`src/rtl/sync_edge_event.sv`:
```
`default_nettype none
// +----------------------------------------------------------------------------+
// | Module : sync_edge_event                                                   |
// | Glitch-filters a synchronized level, timestamps its transitions and queues |
// | them in a show-ahead FIFO. Macro SYNC_EVT_FALL_EN also queues falling edges.|
// | Rev    : 1.0                                                               |
// +----------------------------------------------------------------------------+
module sync_edge_event #(
  parameter int FILT_CYCLES = 2,
  parameter int TS_W        = 16,
  parameter int DEPTH       = 4
) (
  input  logic            clk_b,
  input  logic            rst,
  input  logic            sig_b,
  output logic            level,
  output logic            evt_valid,
  input  logic            evt_ready,
  output logic            evt_rise,
  output logic [TS_W-1:0] evt_ts,
  output logic            ovf,
  input  logic            ovf_clr
);

  localparam int         PTR_W     = (DEPTH > 1) ? $clog2(DEPTH) : 1;
  localparam int         OCC_W     = PTR_W + 1;
  localparam logic [7:0] FILT_LAST = 8'(FILT_CYCLES - 1);
`ifdef SYNC_EVT_FALL_EN
  localparam bit         FALL_EN   = 1'b1;
`else
  localparam bit         FALL_EN   = 1'b0;
`endif

  logic             level_q, level_d;
  logic [7:0]       fcnt_q, fcnt_d;
  logic [TS_W-1:0]  ts_q;
  logic [TS_W:0]    mem_q [DEPTH];
  logic [PTR_W-1:0] wr_ptr_q, wr_ptr_d, rd_ptr_q, rd_ptr_d, rd_nxt;
  logic [OCC_W-1:0] occ_q, occ_d;
  logic             ovf_q, ovf_d;
  logic             head_rise_q, head_rise_d;
  logic [TS_W-1:0]  head_ts_q, head_ts_d;
  logic             evt_gen, push_req, push, pop, full, ovf_evt;

  // Glitch filter: level follows sig_b only after FILT_CYCLES consecutive differing samples.
  always_comb begin
    level_d = level_q;
    fcnt_d  = fcnt_q;
    evt_gen = 1'b0;
    if (sig_b == level_q) begin
      fcnt_d = '0;
    end else if (fcnt_q == FILT_LAST) begin
      level_d = sig_b;
      fcnt_d  = '0;
      evt_gen = 1'b1;
    end else begin
      fcnt_d = fcnt_q + 8'd1;
    end
  end

  assign evt_valid = (occ_q != '0);
  assign full      = (occ_q == OCC_W'(DEPTH));
  assign pop       = evt_valid && evt_ready;
  assign push_req  = evt_gen && (sig_b || FALL_EN);
  assign ovf_evt   = push_req && full && !pop;
  assign push      = push_req && !ovf_evt;
  assign rd_nxt    = rd_ptr_q + PTR_W'(1);

  always_comb begin
    wr_ptr_d = push ? wr_ptr_q + PTR_W'(1) : wr_ptr_q;
    rd_ptr_d = pop ? rd_nxt : rd_ptr_q;
    unique case ({push, pop})
      2'b10:   occ_d = occ_q + OCC_W'(1);
      2'b01:   occ_d = occ_q - OCC_W'(1);
      default: occ_d = occ_q;
    endcase
    ovf_d = ovf_evt ? 1'b1 : (ovf_clr ? 1'b0 : ovf_q);
  end

  // Head registers hold the last shown entry once the FIFO drains.
  always_comb begin
    head_rise_d = head_rise_q;
    head_ts_d   = head_ts_q;
    if (push && ((occ_q == '0) || ((occ_q == OCC_W'(1)) && pop))) begin
      head_rise_d = sig_b;
      head_ts_d   = ts_q;
    end else if (pop && (occ_q > OCC_W'(1))) begin
      {head_rise_d, head_ts_d} = mem_q[rd_nxt];
    end
`ifndef SYNC_EVT_FALL_EN
    head_rise_d = 1'b1;
`endif
  end

  always_ff @(posedge clk_b) begin
    if (rst) begin
      level_q     <= 1'b0;
      fcnt_q      <= '0;
      ts_q        <= '0;
      wr_ptr_q    <= '0;
      rd_ptr_q    <= '0;
      occ_q       <= '0;
      ovf_q       <= 1'b0;
      head_rise_q <= 1'b0;
      head_ts_q   <= '0;
    end else begin
      level_q     <= level_d;
      fcnt_q      <= fcnt_d;
      ts_q        <= ts_q + TS_W'(1);
      wr_ptr_q    <= wr_ptr_d;
      rd_ptr_q    <= rd_ptr_d;
      occ_q       <= occ_d;
      ovf_q       <= ovf_d;
      head_rise_q <= head_rise_d;
      head_ts_q   <= head_ts_d;
    end
  end

  always_ff @(posedge clk_b) begin
    if (!rst && push) begin
      mem_q[wr_ptr_q] <= {sig_b, ts_q};
    end
  end

  assign level    = level_q;
  assign evt_rise = head_rise_q;
  assign evt_ts   = head_ts_q;
  assign ovf      = ovf_q;

endmodule
`default_nettype wire
```
`config.mk`:
```
export PLATFORM = sky130hd
export DESIGN_NAME = sync_edge_event
export DESIGN_NICKNAME = d
export VERILOG_FILES = /design/src/rtl/sync_edge_event.sv
export SDC_FILE = /design/constraint.sdc
export NUM_CORES = 1
export LEC_CHECK = 0
export ABC_AREA = 1
export BUFFER_PORTS_ARGS = -buffer_cell sky130_fd_sc_hd__buf_2
export CORE_MARGIN = 5
export CORE_UTILIZATION = 35
export CTS_CLUSTER_SIZE = 24
export DETAILED_ROUTE_END_ITERATION = 10
export PLACE_DENSITY_LB_ADDON = 0.05
export SLEW_MARGIN = 40
export SYNTH_ARGS = -nofsm -noshare
export SYNTH_HDL_FRONTEND = slang
export SYNTH_SLANG_ARGS = --single-unit
```
`constraint.sdc`:
```
create_clock -name clk_b -period 2.2 [get_ports clk_b]
set_input_delay 0.33 -clock clk_b [delete_from_list [all_inputs] [get_ports clk_b]]
set_output_delay 0.33 -clock clk_b [all_outputs]
set_load 0.02 [all_outputs]
```
# Yosys cells after proc, flatten, opt, wreduce, memory -nomap -nowiden
# Memories as Yosys holds them, arrays and structs flattened.
# Index checks and enable logic that the tools add are counted.
[op_classes]
add_sub_neg = 6
mul = 0
div = 0
n_lt_le_gt_ge = 1
eq_ne = 6
n_shift = 0
n_mux = 10
n_bitwise = 1
n_reduce_logical = 20
[op_table]
columns = ["cell", "count"]
rows = [
  ["16-bit two-way mux", 2],
  ["16-bit by 1-bit adder with 16-bit output (second input constant)", 1],
  ["1-bit logical AND", 9],
  ["8-bit by 1-bit adder with 8-bit output (second input constant)", 1],
  ["8-bit by 1-bit == test with 1-bit output (second input constant)", 1],
  ["1-bit two-way mux", 7],
  ["3-bit one-hot mux with 2 select lines", 1],
  ["2-bit nonzero test", 3],
  ["2-bit by 1-bit adder with 2-bit output (second input constant)", 2],
  ["3-bit by 1-bit adder with 3-bit output (second input constant)", 1],
  ["3-bit by 1-bit == test with 1-bit output (second input constant)", 1],
  ["3-bit == test (second input constant)", 1],
  ["3-bit by 1-bit greater-than comparator with 1-bit output (second input constant)", 1],
  ["1-bit logical NOT", 3],
  ["3-bit logical NOT", 1],
  ["3-bit nonzero test", 1],
  ["3-bit OR reduction", 1],
  ["3-bit by 1-bit subtractor with 3-bit output (second input constant)", 1],
  ["2-bit by 1-bit == test with 1-bit output (second input constant)", 1],
  ["2-bit == test (second input constant)", 1],
  ["2-bit AND reduction", 1],
  ["1-bit == test", 1],
  ["1-bit logical OR", 1],
  ["1-bit NOT", 1],
]
[totals]
ff_bits = 50
latch_bits = 0
mem_bits_rw = 68
rom_bits = 0
inputBits = 5
elab_cells = 54
memories = 1
[mem_list]
columns = ["name", "depth", "word_bits", "read_ports", "rd_ports_with_merged_regs", "wr", "line_no", "rtl"]
rows = [
  ["mem_q", 4, 17, 1, 0, 1, "37", "logic [TS_W:0] mem_q [DEPTH];"],
]

# Depth between registers and ports, before layout
# Gate-level depths: netlist of run 1.
[logic_depth]
depth_word = 11
ltp_mapped = 12
ltp_nobuf = 11

# Worst setup path after synthesis of run 1
# OpenSTA, ideal clock, no wires.
[synth_path]
path_kind = "reg2reg"
startpoint = "reg occ_q[0]"
endpoint = "mem mem_q[0][0] (netlist name) (enable)"
setup_time_ns = 0.389
arrival_time_ns = 1.922
path_slack_ns = -0.110
stages_incl_launch_ff = 7
synth_period_minus_slack_ns = 2.310
cell_sequence = "dfxtp_1 inv_1 ha_1 nand3_2 clkbuf_1 nand3_2 nor2_1"
[synth_via]
elab_chain_len = 9
elab_cells_between_ends = 11
classes_between = "1 x eq/ne; 2 x mux; 8 x reduce/logical"
[synth_lines]
columns = ["element", "line_no", "rtl"]
rows = [
  ["start: declaration", "39", "logic [OCC_W-1:0] occ_q, occ_d;"],
  ["start signal: assignment", "102", "occ_q <= '0;"],
  ["start signal: assignment", "112", "occ_q <= occ_d;"],
  ["3-bit nonzero test", "61", "assign evt_valid = (occ_q != '0);"],
  ["1-bit logical AND", "63", "assign pop = evt_valid && evt_ready;"],
  ["1-bit logical NOT", "65", "assign ovf_evt = push_req && full && !pop;"],
  ["1-bit logical AND *", "65", ""],
  ["1-bit logical NOT *", "66", "assign push = push_req && !ovf_evt;"],
  ["1-bit logical AND *", "66", ""],
  ["1-bit logical AND *", "120", "if (!rst && push) begin"],
  ["1-bit two-way mux *", "120", ""],
  ["1-bit two-way mux (implied by the code) *", "121", "mem_q[wr_ptr_q] <= {sig_b, ts_q};"],
  ["end: declaration", "37", ""],
]
# Every way passes the cells marked *; elsewhere a longest branch is shown, timed or not.

# Worst setup path after layout of run 1
[layout_path]
startpoint = "reg occ_q[0]"
endpoint = "reg head_ts_q[14] (netlist: evt_ts[14])"
[layout_via]
elab_chain_len = 8
elab_cells_between_ends = 17
classes_between = "1 x order compare; 2 x eq/ne; 1 x mux; 13 x reduce/logical"
[layout_lines]
columns = ["element", "line_no", "rtl"]
rows = [
  ["3-bit nonzero test", "61", ""],
  ["1-bit logical AND", "63", ""],
  ["1-bit logical NOT", "65", ""],
  ["1-bit logical AND", "65", ""],
  ["1-bit logical NOT", "66", ""],
  ["1-bit logical AND", "66", ""],
  ["1-bit logical AND", "84", "if (push && ((occ_q == '0) || ((occ_q == OCC_W'(1)) && pop))) begin"],
  ["16-bit two-way mux / 2-bit nonzero test (equally long branches)", "--", ""],
  ["end signal: assignment", "115", "head_ts_q <= head_ts_d;"],
  ["end: declaration", "42", "logic [TS_W-1:0] head_ts_q, head_ts_d;"],
]
# Parallel ways exist; a longest one is shown, timed or not.
# A chain may end at the register's enable or synchronous reset.

==> results of run 1 <==
-- final cells by class --
type / count / area (sq um) / area share [%]
Sequential cell: 114 / 2920 / 48.2
Multi-Input combinational cell: 326 / 1740 / 28.7
Clock buffer: 18 / 429 / 7.08
Inverter: 82 / 313 / 5.16
Timing Repair Buffer: 40 / 265 / 4.38
Tap cell: 184 / 230 / 3.80
Clock inverter: 14 / 163 / 2.68
-- per-layer routing --
layer	up-vias	wire (um)	GRT usage [%]
li1	1894	-	-
met3	18	656	3.74
met2	87	5510	22.9
met1	1803	6110	22.5
met5	-	0	0
met4	0	201	5.57
-- worst reg2reg max path, stage by stage, from the launching register on --
cell and delay [ns]:
dfxtp_1 0.34, inv_1 0.12, ha_1 0.21, nand2_2 0.09, nand2_2 0.32, nand4_4 0.32, nand3_1 0.17, nand3_1 0.08
nand2_1 0.06, inv_1 0.04
-- placed cells by master (no fill, tap or decap), types with 2 or more instances in the layout --
master and instances:
o21ai_1 2, o211ai_2 9, nor2_4 3, inv_1 77, clkbuf_16 17, nand2_2 7, edfxtp_1 64, buf_2 24
nand3_2 2, nor3_1 9, clkinv_1 3, dfxtp_1 50, buf_4 14, nand3_1 47, or2_2 2, xnor2_1 2
inv_2 2, clkinvlp_4 5, buf_12 2, inv_4 2, a21oi_1 28, ha_1 11, nand2_1 97, nand3b_1 2
xor2_1 3, nor3b_1 2, clkinv_2 2, bufinv_16 3, inv_6 2, o21ai_0 31, nor2_1 41, nand4_1 19
-- kinds of logic after synthesis --
| group | after synthesis |
|---|---|
| buffers and inverters | 102 |
| AND/OR/NAND/NOR | 237 |
| flip-flops | 114 |
| AO/OA/AOI/OAI | 73 |
| XOR/XNOR | 5 |
| adder cells (fa/ha/maj) | 11 |
-- power groups by stage --
stage          clock [mW]  sequential (mW)  combinational (mW)
2_1_floorplan           0             2.40               0.672
3_3_place_gp            0             2.40               0.886
3_5_place_dp            0             2.41               0.879
4_1_cts              2.82             2.36               0.883
5_1_grt              2.94             2.37               0.970
6_report             2.76             2.36               0.868
-- worst max path at each step --
stage | from | endpoint | slack [ns] | cells after the start
2_1_floorplan | occ_q[0] | mem_q[0][0] | -0.11 | 6
3_3_place_gp | rd_ptr_q[1] | evt_ts[2] | 0.41 | 8
6_report | occ_q[0] | evt_ts[14] | 0.35 | 9
5_1_grt | occ_q[0] | evt_ts[15] | 0.18 | 9
4_1_cts | occ_q[0] | evt_ts[1] | 0.35 | 9
3_5_place_dp | occ_q[0] | evt_ts[1] | 0.36 | 9
-- metrics by stage --
step                      hold WS [ns]  power [mW]  cells
final                            0.180        5.99    778
after global routing             0.184        6.27    778
after CTS                        0.163        6.07    778
after detailed placement         0.460        3.28    746
after global placement           0.453        3.29    746
after floorplan                  0.399        3.07    542
-- flip-flops by register name, summed over array words and instances, names as in the netlist --
register	cells
rd_ptr_q	2
evt_ts	16
ts_q	16
occ_q	3
fcnt_q	8
ovf	1
mem_q	64
evt_rise	1
wr_ptr_q	2
level	1
==> key figures, run 1 <==
Logic synthesis
  • Synth async-reset ratio: 0%
  • Compound-Gate Fraction of Synth Area: roughly 8.5%
  • Mux contribution to synthesized area: 0%
  • Syn Area/Cell: 9.46 sq um
  • Post-synth top cells: nand2_1 (97), inv_1 (77), edfxtp_1 (64), dfxtp_1 (50), nand3_1 (47)
  • Post-Synth Adder-Cell Area: 2.69%
  • Area contributors post-synth: edfxtp_1 (38%), dfxtp_1 (20%), nand2_1 (7.1%)
  • Cell area after synthesis: 5120 sq um
  • Most common flop cell mapped by yosys: edfxtp_1
  • Distinct cells, synth: 38
  • Sequential-to-total area share from yosys stat: between 50% and 60%
  • Area leader, netlist: edfxtp_1
  • Synth Area in Simple Gates: between 20% and 30%
  • Largest family of logic cells by synthesized area: simple AND/OR/NAND/NOR gates
  • Syn. warnings: 0
  • Number of synthesized flops with an enable pin: 64
  • Most frequent cell after synthesis: nand2_1
  • Share of the synthesized area in the top cell type: 37.5%
  • Mapped Nets: 558
  • Gate count of the mapped netlist: ~540
  • Synth Area in XOR/XNOR: 0.854%
  • Synth Register Bits: 114

Routing
  • DRC violations left: 0
  • Iter 0 DRT Violations: 253
  • Initial DRT Pass Iterations: 5
  • Number of antenna-violating nets in the routed design: 0
  • Via count: 3802
  • WL/cell: 16.0 um
  • Vias per cell: 4.89
  • Routed wire length: 12500 um

Timing
  • RSZ-0062 raised after global routing: false
  • Final Setup Violations: 0
  • Worst Slack Setup Final: 0.347 ns
  • Period utilisation layout: 84.2%
  • Setup TNS: 0 ns
  • Peak Freq: 0.540 GHz
  • Minimum clock period: 1.85 ns
  • Final Max Tran Viols: 0
  • Rel. slew slack: 71.0%
  • Hold Vio Cnt, Final: 0
  • Skew final: 0.00694 ns
  • Worst Max-Slew Pin Slew: 0.435 ns

Finish
  • Util after Layout: 42.0%
  • NumNets Final: about 600
  • Share of cells above drive strength 1: 16.8%
  • Filler Cell Count: 1419
  • Area Growth Syn to Fin: 18.3%
  • Final non-filler cell area: about 6000 sq um
  • Number of diodes: 0

Worst setup path
  • CP max stage delay: ~0.34 ns
  • Critical path fanouts, max: 17
  • Worst setup EP type: register
  • WS Path Type: register to register
  • R2R depth: 9
  • R2r endpoint: evt_ts[14]
  • CP top delay family: simple AND/OR/NAND/NOR gates
  • Crit path cell chain: inv_1, ha_1, nand2_2, nand2_2, nand4_4, nand3_1, nand3_1, nand2_1, inv_1
  • CP arrival: 2.16 ns
  • Reg2Reg Setup Slack: 0.35 ns
  • Req. time, crit path: roughly 2.5 ns
  • Worst path slowest cell: dfxtp_1
  • Worst Path Buf+Inv: 2
  • R2r startpoint: occ_q[0]
  • Startpoint types: register

GRT
  • Vias in the first global route: 3615
  • Gr usage total: 15.6%
  • First-pass GRT wire length: 19900 um
  • Largest net degree at the start of global routing: 30
  • Initial antenna violation count: 0
  • Gr ovfl total: 0

Power and ir drop
  • Leak pwr: 2.50 nW
  • Comb pwr share: around 14%
  • Sequential fraction of design power: around two fifths
  • Worst VDD drop: 408 uV
  • Internal power: 4.35 mW
  • Switching share of total power: 27.4%
  • Switching power total: 1.64 mW
  • Clk pwr share: between 40 and 50%
  • PwrDens: 988 nW/um^2

Placed design
  • GPL Wtd Cong: 0.782
  • Dpl hpwl: roughly 8700 um
  • Post-place setup slack: about 0.36 ns
  • Post-DP Area: roughly 5500 sq um
  • PortBufs: 24

Hold path
  • Min-Delay Path Depth: 4
  • WHS Endpoint: ovf
  • Hold Startpoint: ovf_clr
  • Hold Crit Class: primary input to register

Clock network
  • Clk slew on worst S/H paths: 0.05 ns
  • Post-CTS Setup Bufs: 0
  • Clock Path Buffers: 2
  • H-tree Lvls: 4
  • CTS Root Cell: clkbuf_16
  • Resize count post-CTS: 0
  • CTS buffer count: 17
  • Later-pin clock latency in the skew report: about 0.41 ns
  • CTS tree: built
  • Clock Sinks: around 110
  • Hold buffer count at CTS: 0

Floorplan
  • DIE WIDTH: 131 um
  • Ports: 25
  • Total Die Area: approximately 17000 sq um
  • Initial Utilization: between 30% and 40%
  • Rows: 44
  • Die H: 131 um
  • Core outline area: ~14000 sq um

Job
  • Max-cap viol count: 0

Outcome
  • Status: complete, no violations
(Power assumes the default switching activity.)
==> run 2: changes to the inputs <==
--- a/config.mk
+++ b/config.mk
@@ -5,7 +5,7 @@
 export SDC_FILE = /design/constraint.sdc
 export NUM_CORES = 1
 export LEC_CHECK = 0
-export ABC_AREA = 1
+export ABC_AREA = 0
 export BUFFER_PORTS_ARGS = -buffer_cell sky130_fd_sc_hd__buf_2
 export CORE_MARGIN = 5
 export CORE_UTILIZATION = 35
==> constraint.sdc (replaced) <==
create_clock -name clk_b -period 1.5 [get_ports clk_b]
set_input_delay 0.225 -clock clk_b [delete_from_list [all_inputs] [get_ports clk_b]]
set_output_delay 0.225 -clock clk_b [all_outputs]
set_load 0.02 [all_outputs]
==> key figures, run 2 <==
Outcome
  • Status: finished with violations
  • Failing checks: negative setup slack

Worst setup path
  • Critical path fanouts, max: 7
  • Reg2Reg Setup Slack: -0.64 ns
  • Startpoint types: register
  • CP max stage delay: 0.45 ns
  • WS Path Type: register to register
  • Worst path slowest cell: or4b_4
  • CP top delay family: simple AND/OR/NAND/NOR gates
  • R2r endpoint: mem_q[1][1]
  • Worst Path Buf+Inv: 2
  • Worst setup EP type: register
  • Crit path cell chain: inv_2, ha_4, or4b_4, nand3b_1, a21o_1, nor2_4, and2_4, buf_12
  • R2R depth: 8
  • CP arrival: 2.26 ns
  • Req. time, crit path: about 1.6 ns
  • R2r startpoint: fcnt_q[1]

Finish
  • NumNets Final: 450
  • Filler Cell Count: about 1200
  • Commonest non-fill, non-tap cell in the layout: edfxtp_1
  • Area Growth Syn to Fin: 36.9%
  • Share of cells above drive strength 1: 38.3%
  • Largest Register: mem_q
  • Max reg flops: 64
  • Most frequent cells in the layout: edfxtp_1 (64), buf_4 (55), dfxtp_1 (47), nor2_1 (32)
  • Final non-filler cell area: 6250 sq um
  • Number of diodes: 0

GRT
  • Gr ovfl total: 0
  • Gr usage total: 13.8%
  • Vias in the first global route: 3024
  • First-pass GRT wire length: 16300 um
  • GR Util met3: 4.67%
  • Largest net degree at the start of global routing: 23
  • Met1 Track Usage GR: 18.7%
  • Grt peak-use layer: met2
  • Initial antenna violation count: 0
  • Grt met2 use: 20.1%

Routing
  • DRC violations left: 0
  • WL/cell: 16.4 um
  • Via count: 2909
  • Iter 0 DRT Violations: between 150 and 200
  • Routed wire length: 10100 um
  • Vias per cell: approximately 4.7
  • Number of antenna-violating nets in the routed design: 0
  • Initial DRT Pass Iterations: 4

Logic synthesis
  • Area contributors post-synth: edfxtp_1 (42%), dfxtp_1 (22%), mux4_2 (7.9%)
  • Post-synth top cells: edfxtp_1 (64), dfxtp_1 (50), nor2_1 (33), nand2_1 (23), a21oi_1 (19)
  • Number of synthesized flops with an enable pin: 64
  • Most frequent cell after synthesis: edfxtp_1
  • Most common flop cell mapped by yosys: edfxtp_1
  • Syn Area/Cell: 13.5 sq um
  • Distinct cells, synth: 35
  • Mapped Nets: 353
  • Syn. warnings: 0
  • Share of the synthesized area in the top cell type: 42.1%
  • Area leader, netlist: edfxtp_1
  • Gate count of the mapped netlist: 337
  • Synth async-reset ratio: 0%
  • Sequential-to-total area share from yosys stat: 64.0%
  • Synth Register Bits: about 110
  • Cell area after synthesis: 4570 sq um

Timing
  • Hold Vio Cnt, Final: 0
  • RSZ-0062 raised after global routing: true
  • Hold Slack: about 0.17 ns
  • Worst Slack Setup Final: -0.639 ns
  • Skew final: 0.00984 ns
  • Peak Freq: 0.468 GHz
  • Rel. slew slack: 81.1%
  • Final Max Tran Viols: 0
  • Final Setup Violations: 96
  • Period utilisation layout: 143%
  • Worst Max-Slew Pin Slew: 0.276 ns
  • Minimum clock period: 2.14 ns

Clock network
  • Later-pin clock latency in the skew report: 0.41 ns
  • CTS tree: built
  • Clock Path Buffers: 2
  • H-tree Lvls: 4
  • Clk slew on worst S/H paths: 0.05 ns
  • CTS buffer count: 17
  • Clock Sinks: roughly 110
  • CTS Root Cell: clkbuf_16

Power and ir drop
  • Worst VDD drop: about 700 uV
  • Leak pwr: roughly 2.4 nW
  • Comb pwr share: 20.4%
  • Clk pwr share: 44.3%
  • Switching power total: 2.55 mW
  • PwrDens: 1590 nW/um^2
  • Internal power: 7.40 mW
  • Switching share of total power: between 20 and 30%
  • Sequential fraction of design power: 35.3%

Hold path
  • Min-Delay Path Depth: 4
  • Hold Crit Class: primary input to register
  • Hold Startpoint: ovf_clr
  • WHS Endpoint: ovf

Floorplan
  • DIE WIDTH: 124 um
  • Core outline area: 12700 sq um
  • Total Die Area: 15400 sq um
  • Rows: 41
  • Die H: 124 um
  • Initial Utilization: 35.9%
  • Ports: 25

Placed design
  • Post-DP Area: 5350 sq um
  • Dpl hpwl: about 6300 um
  • PortBufs: 24
  • GPL Wtd Cong: 0.746

Job
  • Max-cap viol count: 0
run 2: changes by cell type after synthesis, moves of 15 or more:
cell / change
a22oi_1: +16
inv_1: -69
mux4_2: +16
nand2_1: -74
nand3_1: -38
nand4_1: -15
o21ai_0: -26
run 2: kinds of logic after synthesis:
group / count (synthesis) / synth area share [%]
buf+inv: 23 / 2.14
compound gates: 45 / 6.17
xor+xnor: 24 / 4.60
mux: 21 / 8.99
flops: 114 / 64.0
fa+ha+maj: 12 / 3.26
simple gates: 98 / 10.8
run 2: worst register-to-register path: stages (launching register included):
cell and delay [ns]:
dfxtp_2 0.32, inv_2 0.06, ha_4 0.11, or4b_4 0.45, nand3b_1 0.20, a21o_1 0.21, nor2_4 0.16, and2_4 0.22
buf_12 0.13
run 2: how the worst max path moves through the flow:
stage              start      endpoint  depth (start not counted)
2_1_floorplan  fcnt_q[1]   mem_q[0][0]                          7
3_3_place_gp   fcnt_q[1]  mem_q[0][12]                          7
3_5_place_dp   fcnt_q[1]  mem_q[1][11]                          7
4_1_cts        fcnt_q[1]   mem_q[1][1]                          8
5_1_grt        fcnt_q[1]   mem_q[1][1]                          8
6_report       fcnt_q[1]   mem_q[1][1]                          8
run 2: power by group through the flow:
stage	clock, mW	combinational [mW]	sequential, mW
2_1_floorplan	0	0.978	3.69
3_3_place_gp	0	1.82	3.57
3_5_place_dp	0	1.82	3.57
4_1_cts	4.51	1.96	3.51
5_1_grt	4.68	2.22	3.53
6_report	4.40	2.03	3.51
run 2: through the flow:
step	std cells	total power, mW	setup TNS, ns	util (%)	setup slack (ns)
after floorplan	337	4.67	-51.63	-	-0.691
after global placement	576	5.38	-51.25	42.0	-0.633
after detailed placement	576	5.39	-54.16	42.0	-0.687
after CTS	617	9.98	-48.90	48.6	-0.650
after global routing	619	10.4	-55.80	49.1	-0.734
final	619	9.95	-46.79	49.1	-0.639
run 2: area by class of cell:
class	count	area (sq um)	area share (%)
repair buffers	90	737	11.8
clock buffers	19	464	7.43
clock inverters	13	196	3.14
flip-flops and latches	114	2930	46.8
multi-input cells	203	1680	26.9
inverters	8	30.0	0.480
well taps	172	215	3.44
run 2: timing repair:
| item | in CTS | in global routing |
|---|---|---|
| resized for setup | 23 | 10 |
| pin swaps | 20 | 12 |
| endpoints found under the setup margin | 98 | 101 |
| hold buffers | 0 | 0 |
| buffers inserted | 7 | 2 |
| cloned | 3 | 1 |
run 2: layer usage:
layer / up-vias / routed length [um]
met5: - / 0
met4: 0 / 138
met2: 40 / 4580
met1: 1419 / 5050
li1: 1437 / -
met3: 13 / 371
==> run 3: changes to the inputs <==
--- a/config.mk
+++ b/config.mk
@@ -8,7 +8,7 @@
 export ABC_AREA = 0
 export BUFFER_PORTS_ARGS = -buffer_cell sky130_fd_sc_hd__buf_2
 export CORE_MARGIN = 5
-export CORE_UTILIZATION = 35
+export CORE_UTILIZATION = 45
 export CTS_CLUSTER_SIZE = 24
 export DETAILED_ROUTE_END_ITERATION = 10
 export PLACE_DENSITY_LB_ADDON = 0.05
==> key figures, run 3 (synthesis gave the netlist of run 2 again) <==
Clock network
  • Hold buffer count at CTS: 0
  • CTS Root Cell: clkbuf_8
  • Later-pin clock latency in the skew report: 0.50 ns
  • Clock Path Buffers: 2
  • CTS buffer count: 17
  • Clk slew on worst S/H paths: about 0.05 ns
  • Clock Sinks: 114
  • CTS tree: built
  • H-tree Lvls: 4

Timing
  • RSZ-0062 raised after global routing: true
  • Worst Slack Setup Final: -0.627 ns
  • Final Max Tran Viols: 0
  • Worst Max-Slew Pin Slew: 0.333 ns
  • Peak Freq: approximately 0.47 GHz
  • Hold Vio Cnt, Final: 0
  • Minimum clock period: 2.13 ns
  • Setup TNS: -49.43 ns
  • Period utilisation layout: 142%
  • Rel. slew slack: about 78%
  • Final Setup Violations: 96
  • Hold Slack: between 0.09 and 0.1 ns
  • Skew final: roughly 0.0063 ns

Finish
  • Multi-input gate area: 1720 sq um
  • Share of cells above drive strength 1: 38.1%
  • Largest Register: mem_q
  • Util after Layout: 62.4%
  • Area Growth Syn to Fin: 34.3%
  • Most frequent cells in the layout: edfxtp_1 (64), buf_4 (51), dfxtp_1 (46), nor2_1 (32)
  • Reg area: 2930 sq um
  • Final non-filler cell area: 6130 sq um
  • Max reg flops: 64
  • Commonest non-fill, non-tap cell in the layout: edfxtp_1
  • NumNets Final: 446
  • Filler Cell Count: around 770
  • Number of diodes: 0

Worst setup path
  • Startpoint types: register
  • CP max stage delay: 0.45 ns
  • Crit path cell chain: inv_2, ha_4, or4b_4, nand3b_1, a21o_1, nor2_4, and2_4
  • CP top delay family: simple AND/OR/NAND/NOR gates
  • CP arrival: roughly 2.3 ns
  • Req. time, crit path: roughly 1.7 ns
  • Crit path launch: fcnt_q[1]
  • WS Path Type: register to register
  • Worst path slowest cell: or4b_4
  • Worst setup EP type: register
  • Worst Path Buf+Inv: 1
  • R2r startpoint: fcnt_q[1]
  • Critical path fanouts, max: 8

Routing
  • DRC violations left: 0
  • Number of antenna-violating nets in the routed design: 0
  • Initial DRT Pass Iterations: 5
  • Routed wire length: between 9000 and 10000 um
  • WL/cell: 17.2 um
  • Iter 0 DRT Violations: 150
  • Vias per cell: 5.15
  • Via count: 2967

Hold path
  • Hold Crit Class: primary input to register
  • Hold Startpoint: ovf_clr

GRT
  • Initial antenna violation count: 0
  • First-pass GRT wire length: ~16000 um
  • Gr usage total: between 10% and 20%
  • Gr ovfl total: 0
  • Vias in the first global route: 2983
  • Largest net degree at the start of global routing: 25

Power and ir drop
  • Clk pwr share: roughly 43%
  • Worst VDD drop: 987 uV
  • PwrDens: 1580 nW/um^2
  • Switching share of total power: 25.4%
  • Sequential fraction of design power: between 30% and 40%
  • Internal power: ~7.2 mW
  • Switching power total: 2.47 mW
  • Leak pwr: approximately 2.3 nW
  • Comb pwr share: 21.0%

Floorplan
  • Die H: 111 um
  • Core outline area: 9820 sq um
  • DIE WIDTH: 111 um
  • Rows: 36
  • Total Die Area: 12300 sq um
  • Initial Utilization: between 40% and 50%
  • Ports: 25

Placed design
  • Post-DP Area: 5250 sq um
  • Dpl hpwl: 5900 um
  • GPL Wtd Cong: ~0.76
  • Post-place setup slack: -0.645 ns
  • PortBufs: 24

Outcome
  • Failing checks: negative setup slack
  • Status: finished with violations

Job
  • Max-cap viol count: 0
-- run 3: timing repair --
action                                  CTS  global route
endpoints found under the setup margin   99           101
setup buffers                             5             4
pin swaps                                15            16
gates cloned                              5             0
resized for setup                        30            12
-- run 3: layout make-up --
class / instances / share of cell area, %
tap: 133 / 2.71
clock buffer: 19 / 7.20
timing repair buffer: 85 / 10.8
multi-input combinational: 204 / 28.0
clock inverter: 13 / 2.96
inverter: 8 / 0.531
sequential: 114 / 47.7
-- run 3: metal layers --
layer	GRT usage, %	vias up	share of wire (%)	wire, um
met5	0	-	0	0
met4	4.68	0	0.85	84
met3	4.91	6	5.7	563
met2	24.9	84	45	4460
met1	24.9	1458	48	4780
li1	-	1419	-	-
-- run 3: stage by stage --
stage	total power, mW	std cells
floorplan	4.67	337
global placement	5.26	531
detailed placement	5.29	531
CTS	9.68	572
global route	10.1	576
finish	9.71	576
-- run 3: worst paths after layout --
check	to	slack, ns	depth (start not counted)
setup / recovery	mem_q[2][10]	-0.63	7
hold reg to reg	evt_ts[2]	0.44	2
setup reg to reg	mem_q[2][10]	-0.63	7
hold / removal	ovf	0.09	4
-- run 3: power groups by stage --
stage	clock, mW	sequential (mW)	combinational, mW
6_report	4.15	3.52	2.04
5_1_grt	4.37	3.53	2.22
4_1_cts	4.20	3.52	1.96
3_5_place_dp	0	3.58	1.71
3_3_place_gp	0	3.57	1.69
2_1_floorplan	0	3.69	0.978
-- run 3: worst reg2reg max path: cells and delay by family (launching register included) --
family	cells	cell delay (ns)
buffers and inverters	1	0.06
and+or+nand+nor	4	1.13
AOI/OAI and AO/OA	1	0.21
DFF	1	0.32
adders and majority gates	1	0.11
